<file path="src/rtl/fetch_unit.sv">
// Instruction fetch stage: single-outstanding memory request FSM feeding a small
// instruction FIFO, with redirect flush and halt gating of new requests.
module fetch_unit #(
    parameter logic [7:0]  RESET_PC = 8'h00,
    parameter int unsigned DEPTH    = 2
) (
    input  logic       clk,
    input  logic       reset,
    output logic       imem_req,
    output logic [7:0] imem_addr,
    input  logic       imem_ack,
    input  logic [7:0] imem_rdata,
    output logic       inst_valid,
    input  logic       inst_ready,
    output logic [7:0] inst_data,
    output logic [7:0] inst_pc,
    input  logic       redirect,
    input  logic [7:0] redirect_pc,
    input  logic       halt
);

    typedef enum logic [1:0] {IDLE, REQ, DRAIN} state_t;

    localparam logic [1:0] LAST = 2'(DEPTH - 1);
    localparam logic [2:0] CAP  = 3'(DEPTH);

    state_t     r_state;
    logic [7:0] r_fetch_pc;
    logic [7:0] r_buf_data [4];
    logic [7:0] r_buf_pc   [4];
    logic [1:0] r_head;
    logic [1:0] r_tail;
    logic [2:0] r_count;

    logic       w_pop;
    logic       w_ack;
    logic       w_push;
    logic       w_issue;
    logic [2:0] w_count_nxt;
    logic [7:0] w_pc_nxt;

    function automatic logic [1:0] ptr_inc(input logic [1:0] p);
        return (p == LAST) ? 2'd0 : p + 2'd1;
    endfunction

    assign inst_valid = (r_count != 3'd0);
    assign inst_data  = r_buf_data[r_head];
    assign inst_pc    = r_buf_pc[r_head];

    // Issue decision looks at the occupancy after this cycle's push/pop/flush.
    always_comb begin
        w_pop  = inst_valid & inst_ready;
        w_ack  = (r_state != IDLE) & imem_ack;
        w_push = (r_state == REQ) & imem_ack & ~redirect;
        if (redirect) begin
            w_count_nxt = '0;
        end else begin
            w_count_nxt = r_count + {2'b00, w_push} - {2'b00, w_pop};
        end
        w_pc_nxt = r_fetch_pc;
        if (redirect) begin
            w_pc_nxt = redirect_pc;
        end else if (w_push) begin
            w_pc_nxt = imem_addr + 8'd1;
        end
        w_issue = ~halt & (w_count_nxt < CAP);
    end

    always_ff @(posedge clk or posedge reset) begin
        if (reset) begin
            r_state    <= IDLE;
            imem_req   <= 1'b0;
            imem_addr  <= '0;
            r_fetch_pc <= RESET_PC;
            r_head     <= '0;
            r_tail     <= '0;
            r_count    <= '0;
            for (int unsigned i = 0; i < 4; i++) begin
                r_buf_data[i] <= '0;
                r_buf_pc[i]   <= '0;
            end
        end else begin
            r_fetch_pc <= w_pc_nxt;
            r_count    <= w_count_nxt;

            if (redirect) begin
                r_head <= '0;
                r_tail <= '0;
            end else begin
                if (w_push) begin
                    r_buf_data[r_tail] <= imem_rdata;
                    r_buf_pc[r_tail]   <= imem_addr;
                    r_tail             <= ptr_inc(r_tail);
                end
                if (w_pop) begin
                    r_head <= ptr_inc(r_head);
                end
            end

            // Any completed request (kept or drained) re-evaluates issue exactly like IDLE.
            case (r_state)
                IDLE, REQ, DRAIN: begin
                    if (r_state == IDLE || w_ack) begin
                        if (w_issue) begin
                            r_state   <= REQ;
                            imem_req  <= 1'b1;
                            imem_addr <= w_pc_nxt;
                        end else begin
                            r_state  <= IDLE;
                            imem_req <= 1'b0;
                        end
                    end else if (r_state == REQ && redirect) begin
                        r_state <= DRAIN;
                    end
                end
                default: begin
                    r_state  <= IDLE;
                    imem_req <= 1'b0;
                end
            endcase
        end
    end

endmodule

</file>
<file path="config.mk">
export PLATFORM = sky130hd
export DESIGN_NAME = fetch_unit
export DESIGN_NICKNAME = d
export VERILOG_FILES = /design/src/rtl/fetch_unit.sv
export SDC_FILE = /design/constraint.sdc
export NUM_CORES = 1
export LEC_CHECK = 0
export CAP_MARGIN = 20
export CORE_ASPECT_RATIO = 0.7
export CORE_UTILIZATION = 60
export CTS_BUF_LIST = sky130_fd_sc_hd__clkbuf_4 sky130_fd_sc_hd__clkbuf_8 sky130_fd_sc_hd__clkbuf_16
export CTS_CLUSTER_DIAMETER = 50
export DETAILED_ROUTE_END_ITERATION = 12
export GPL_TIMING_DRIVEN = 0
export PLACE_DENSITY = 0.85
export SETUP_SLACK_MARGIN = 0.02
export SLEW_MARGIN = 20
export SYNTH_ARGS = -nofsm -noshare
export SYNTH_HDL_FRONTEND = slang
export SYNTH_SLANG_ARGS = --single-unit
</file>
<file path="constraint.sdc">
create_clock -name clk -period 5.6 [get_ports clk]
set_input_delay 0.56 -clock clk [delete_from_list [all_inputs] [get_ports clk]]
set_output_delay 0.56 -clock clk [all_outputs]
set_load 0.005 [all_outputs]
</file>
==> metrics.md <==
| Metric | Value |
|---|---|
| Clk pin slew, worst setup/hold paths | `0.08 ns` |
| Unrepaired setup endpoints after global routing | `no` |
| GPL Wtd Cong | `a little under 0.8` |
| NetSw | `between 0.0006 and 0.0007 W` |
| Post-synthesis async set-or-reset flop share | `1.000` |
| Via count | `2472` |
| Ys flop type | `dfrtp_1` |
| Setup TNS Final | `0 ns` |
| Type of origin of the critical path | `primary input` |
| Fin crit share | `0.6055` |
| Clk_lat worst skew | `around 0.36 ns` |
| Final wirelength | `~7700 um` |
| Clock share of power | `0.186` |
| DIE HEIGHT | `about 71 um` |
| Combinational power share | `0.381` |
| Clk buf depth | `2` |
| Worst slew pin tran | `0.7573 ns` |
| Switching share of power | `0.3000` |
| Placed standard-cell area | `around 4600 um^2` |
| Synthesized cell area | `4044 um^2` |
| Max-cap violations | `0` |
| Die ar. | `about 7100 um^2` |
| Peak VDD IR | `0.3014 mV` |
| DP HPWL | `between 5000 and 6000 um` |
| Worst path required time | `approximately 6 ns` |
| Slowest CP cell | `nor4_4` |
| Netlist cell types | `35` |
| Vias in the first global route | `between 2000 and 3000` |
| Layout cell share with drive strength beyond 1 | `0.3628` |
| Diodes inserted | `0` |
| Number of synthesized register bits | `90` |
| Clk_skew | `~0.011 ns` |
| Routed len/inst | `roughly 18 um` |
| Final Critical Period | `around 3.4 ns` |
| Antenna violations before repair | `0` |
| Core Region | `about 6400 um^2` |
| Relative slew slack | `0.4951` |
| CTS tree | `yes` |
| P&R area growth vs syn | `19.40%` |
| Final instance area | `between 4000 and 5000 um^2` |
| Clock root buffer | `clkbuf_8` |
| Internal power | `~0.0015 W` |
| Post-CTS resize count | `0` |
| Post-synth EDFFs | `0` |
| CTS Hold Bufs | `0` |
| Final ANT Viol Nets | `0` |
| Global route overflow | `0` |
| Reg power frac | `0.433` |
| Outcome | `completed` |
| Worst Hold Class | `reg -> reg` |
| Arrival @ worst endpoint | `approximately 3.6 ns` |
| Pleak | `2.219 nW` |
| Worst setup EP type | `register` |
| Post-Syn Instances | `around 280` |
| Number of DRC markers in iteration 0 | `94` |
| I/O Pins | `between 40 and 50` |
| Port buffer count | `46` |
| Initial Util | `0.6352` |
| First-pass GRT wire length | `approximately 13000 um` |
| Hold Vio Cnt, Final | `0` |
| Final slew viol count | `0` |
| Average cell area after synthesis | `14.65 um^2` |
| Power Total | `~0.0022 W` |
| Synth warnings | `0` |
| GRT Resource Usage Total | `0.2461` |
| Num CTS Buffers | `9` |
| Largest net degree at the start of global routing | `56` |
| Number of cell rows | `24` |
| CP Cell Sequence | `clkdlybuf4s50_1 > nand3b_1 > ha_1 > inv_1 > ha_1 > inv_1 > fa_1 > xnor2_1 > nor2_1 > nor4_4 > mux2_2` |
| Post-synthesis sequential area ratio | `0.5569` |
| Crit path kind | `in -> reg` |
| P per Cell Area | `~450 nW/um^2` |
| Mapped Nets | `302` |
| Highest Clock Rate | `294.9 MHz` |
| DRT Pass-1 Iters | `4` |
| Die W | `between 100 and 150 um` |
| Clock sink count | `90` |
| Setup Buffers After CTS | `0` |
| Vias/cell | `about 5.7` |
| Crit path max fanout | `10` |
| Setup violators final | `0` |
| Drt drc | `0` |
| CP max stage delay | `a little over 0.6 ns` |
| Layout net count | `between 300 and 400` |
| Max H-tree Level | `3` |
-- cell families after synthesis --
family / count (synthesis) / share of synthesized area
and+or+nand+nor: 43 / 0.06033
adders and majority gates: 5 / 0.01702
DFF: 90 / 0.5569
muxes: 91 / 0.2970
AOI/OAI and AO/OA: 19 / 0.02908
buffers and inverters: 20 / 0.02228
xor gates and xnor gates: 8 / 0.01733
-- power by group through the flow --
stage          registers [W]  logic (W)  clock network (W)
2_1_floorplan       0.000907   0.000499                  0
3_3_place_gp        0.000936   0.000800                  0
3_5_place_dp        0.000948   0.000826                  0
4_1_cts             0.000934   0.000832           0.000409
5_1_grt             0.000958   0.000895           0.000437
6_report            0.000933   0.000821           0.000400
-- per-layer routing --
layer | up-vias | track usage | wire length, um
met5 | - | 0 | 0
met2 | 58 | 0.3744 | 3611
met4 | 0 | 0.05636 | 83
li1 | 1111 | - | -
met3 | 10 | 0.07213 | 393
met1 | 1293 | 0.3574 | 3603
-- final cells by class --
class                           instances  area [um^2]
Inverter                                5        21.27
Tap cell                               91        113.9
Multi-Input combinational cell        166         1702
Timing Repair Buffer                   47        488.0
Fill cell                             410         1538
Clock inverter                          5        28.78
Clock buffer                           11        151.4
Sequential cell                        90         2252
Buffer                                 15        71.32
-- synthesized netlist by cell type (5+ instances only) --
master	number	area [um^2]
nor2_1	11	41.29
a21oi_1	5	25.02
mux4_2	16	360.4
inv_1	5	18.77
clkbuf_1	5	18.77
o21ai_0	7	35.03
nand2_1	11	41.29
buf_2	9	45.04
xnor2_1	7	61.31
dfrtp_1	90	2252
mux2_2	72	810.8
-- cell usage in the layout, fill, tap and decap left out, types with 2 or more instances in the layout --
master / Yosys / layout
dfrtp_1: 90 / 90
or3_1: 3 / 3
nand2_1: 11 / 11
buf_2: 9 / 9
nor2_1: 11 / 11
a21o_1: 3 / 3
nand3b_1: 2 / 2
clkdlybuf4s50_1: 0 / 46
mux2_2: 72 / 72
clkbuf_1: 5 / 5
a311oi_1: 2 / 2
a21oi_1: 5 / 5
and2b_1: 2 / 2
clkinv_2: 0 / 4
nand2b_1: 2 / 2
mux4_2: 16 / 16
ha_1: 3 / 3
o21ai_0: 7 / 7
inv_1: 5 / 4
nand3_1: 3 / 3
mux2i_1: 3 / 3
clkbuf_8: 0 / 11
xnor2_1: 7 / 7
-- worst paths after layout --
path | startpoint | endpoint | slack, ns | cells after the start
setup / recovery | imem_ack | imem_addr[6] | 2.21 | 11
hold / removal | r_buf_data[4] | r_buf_data[4] | 0.50 | 1
setup reg to reg | r_count[1] | imem_addr[6] | 2.26 | 11
hold reg to reg | r_buf_data[4] | r_buf_data[4] | 0.50 | 1
max in group asynchronous | reset | r_state[0] | 4.41 | 3
min in group asynchronous | reset | r_buf_data[12] | 0.58 | 2
-- worst max-delay path, delay by kind of cell --
kind | cells | cell delay, ns
mux | 1 | 0.42
fa+ha+maj | 3 | 0.84
buf+inv | 3 | 0.66
xor+xnor | 1 | 0.18
simple gates | 3 | 0.96
-- metrics by stage --
step                utilization  hold WS [ns]  instances  setup slack [ns]
CTS                      0.7585        0.4941        430             2.201
finish                   0.7585        0.5044        430             2.209
detailed placement       0.7301        0.4874        414             1.812
floorplan                     -        0.4739        276             2.569
global route             0.7585        0.5027        430             1.986
global placement         0.7254        0.4815        413             1.399
-- registers in the layout, indices dropped and copies added, names as in the netlist --
register	cells
r_buf_data	32
r_buf_pc	32
imem_addr	8
r_fetch_pc	8
r_count	3
r_head	2
r_state	2
r_tail	2
imem_req	1
Power figures use the tool's default switching activity.
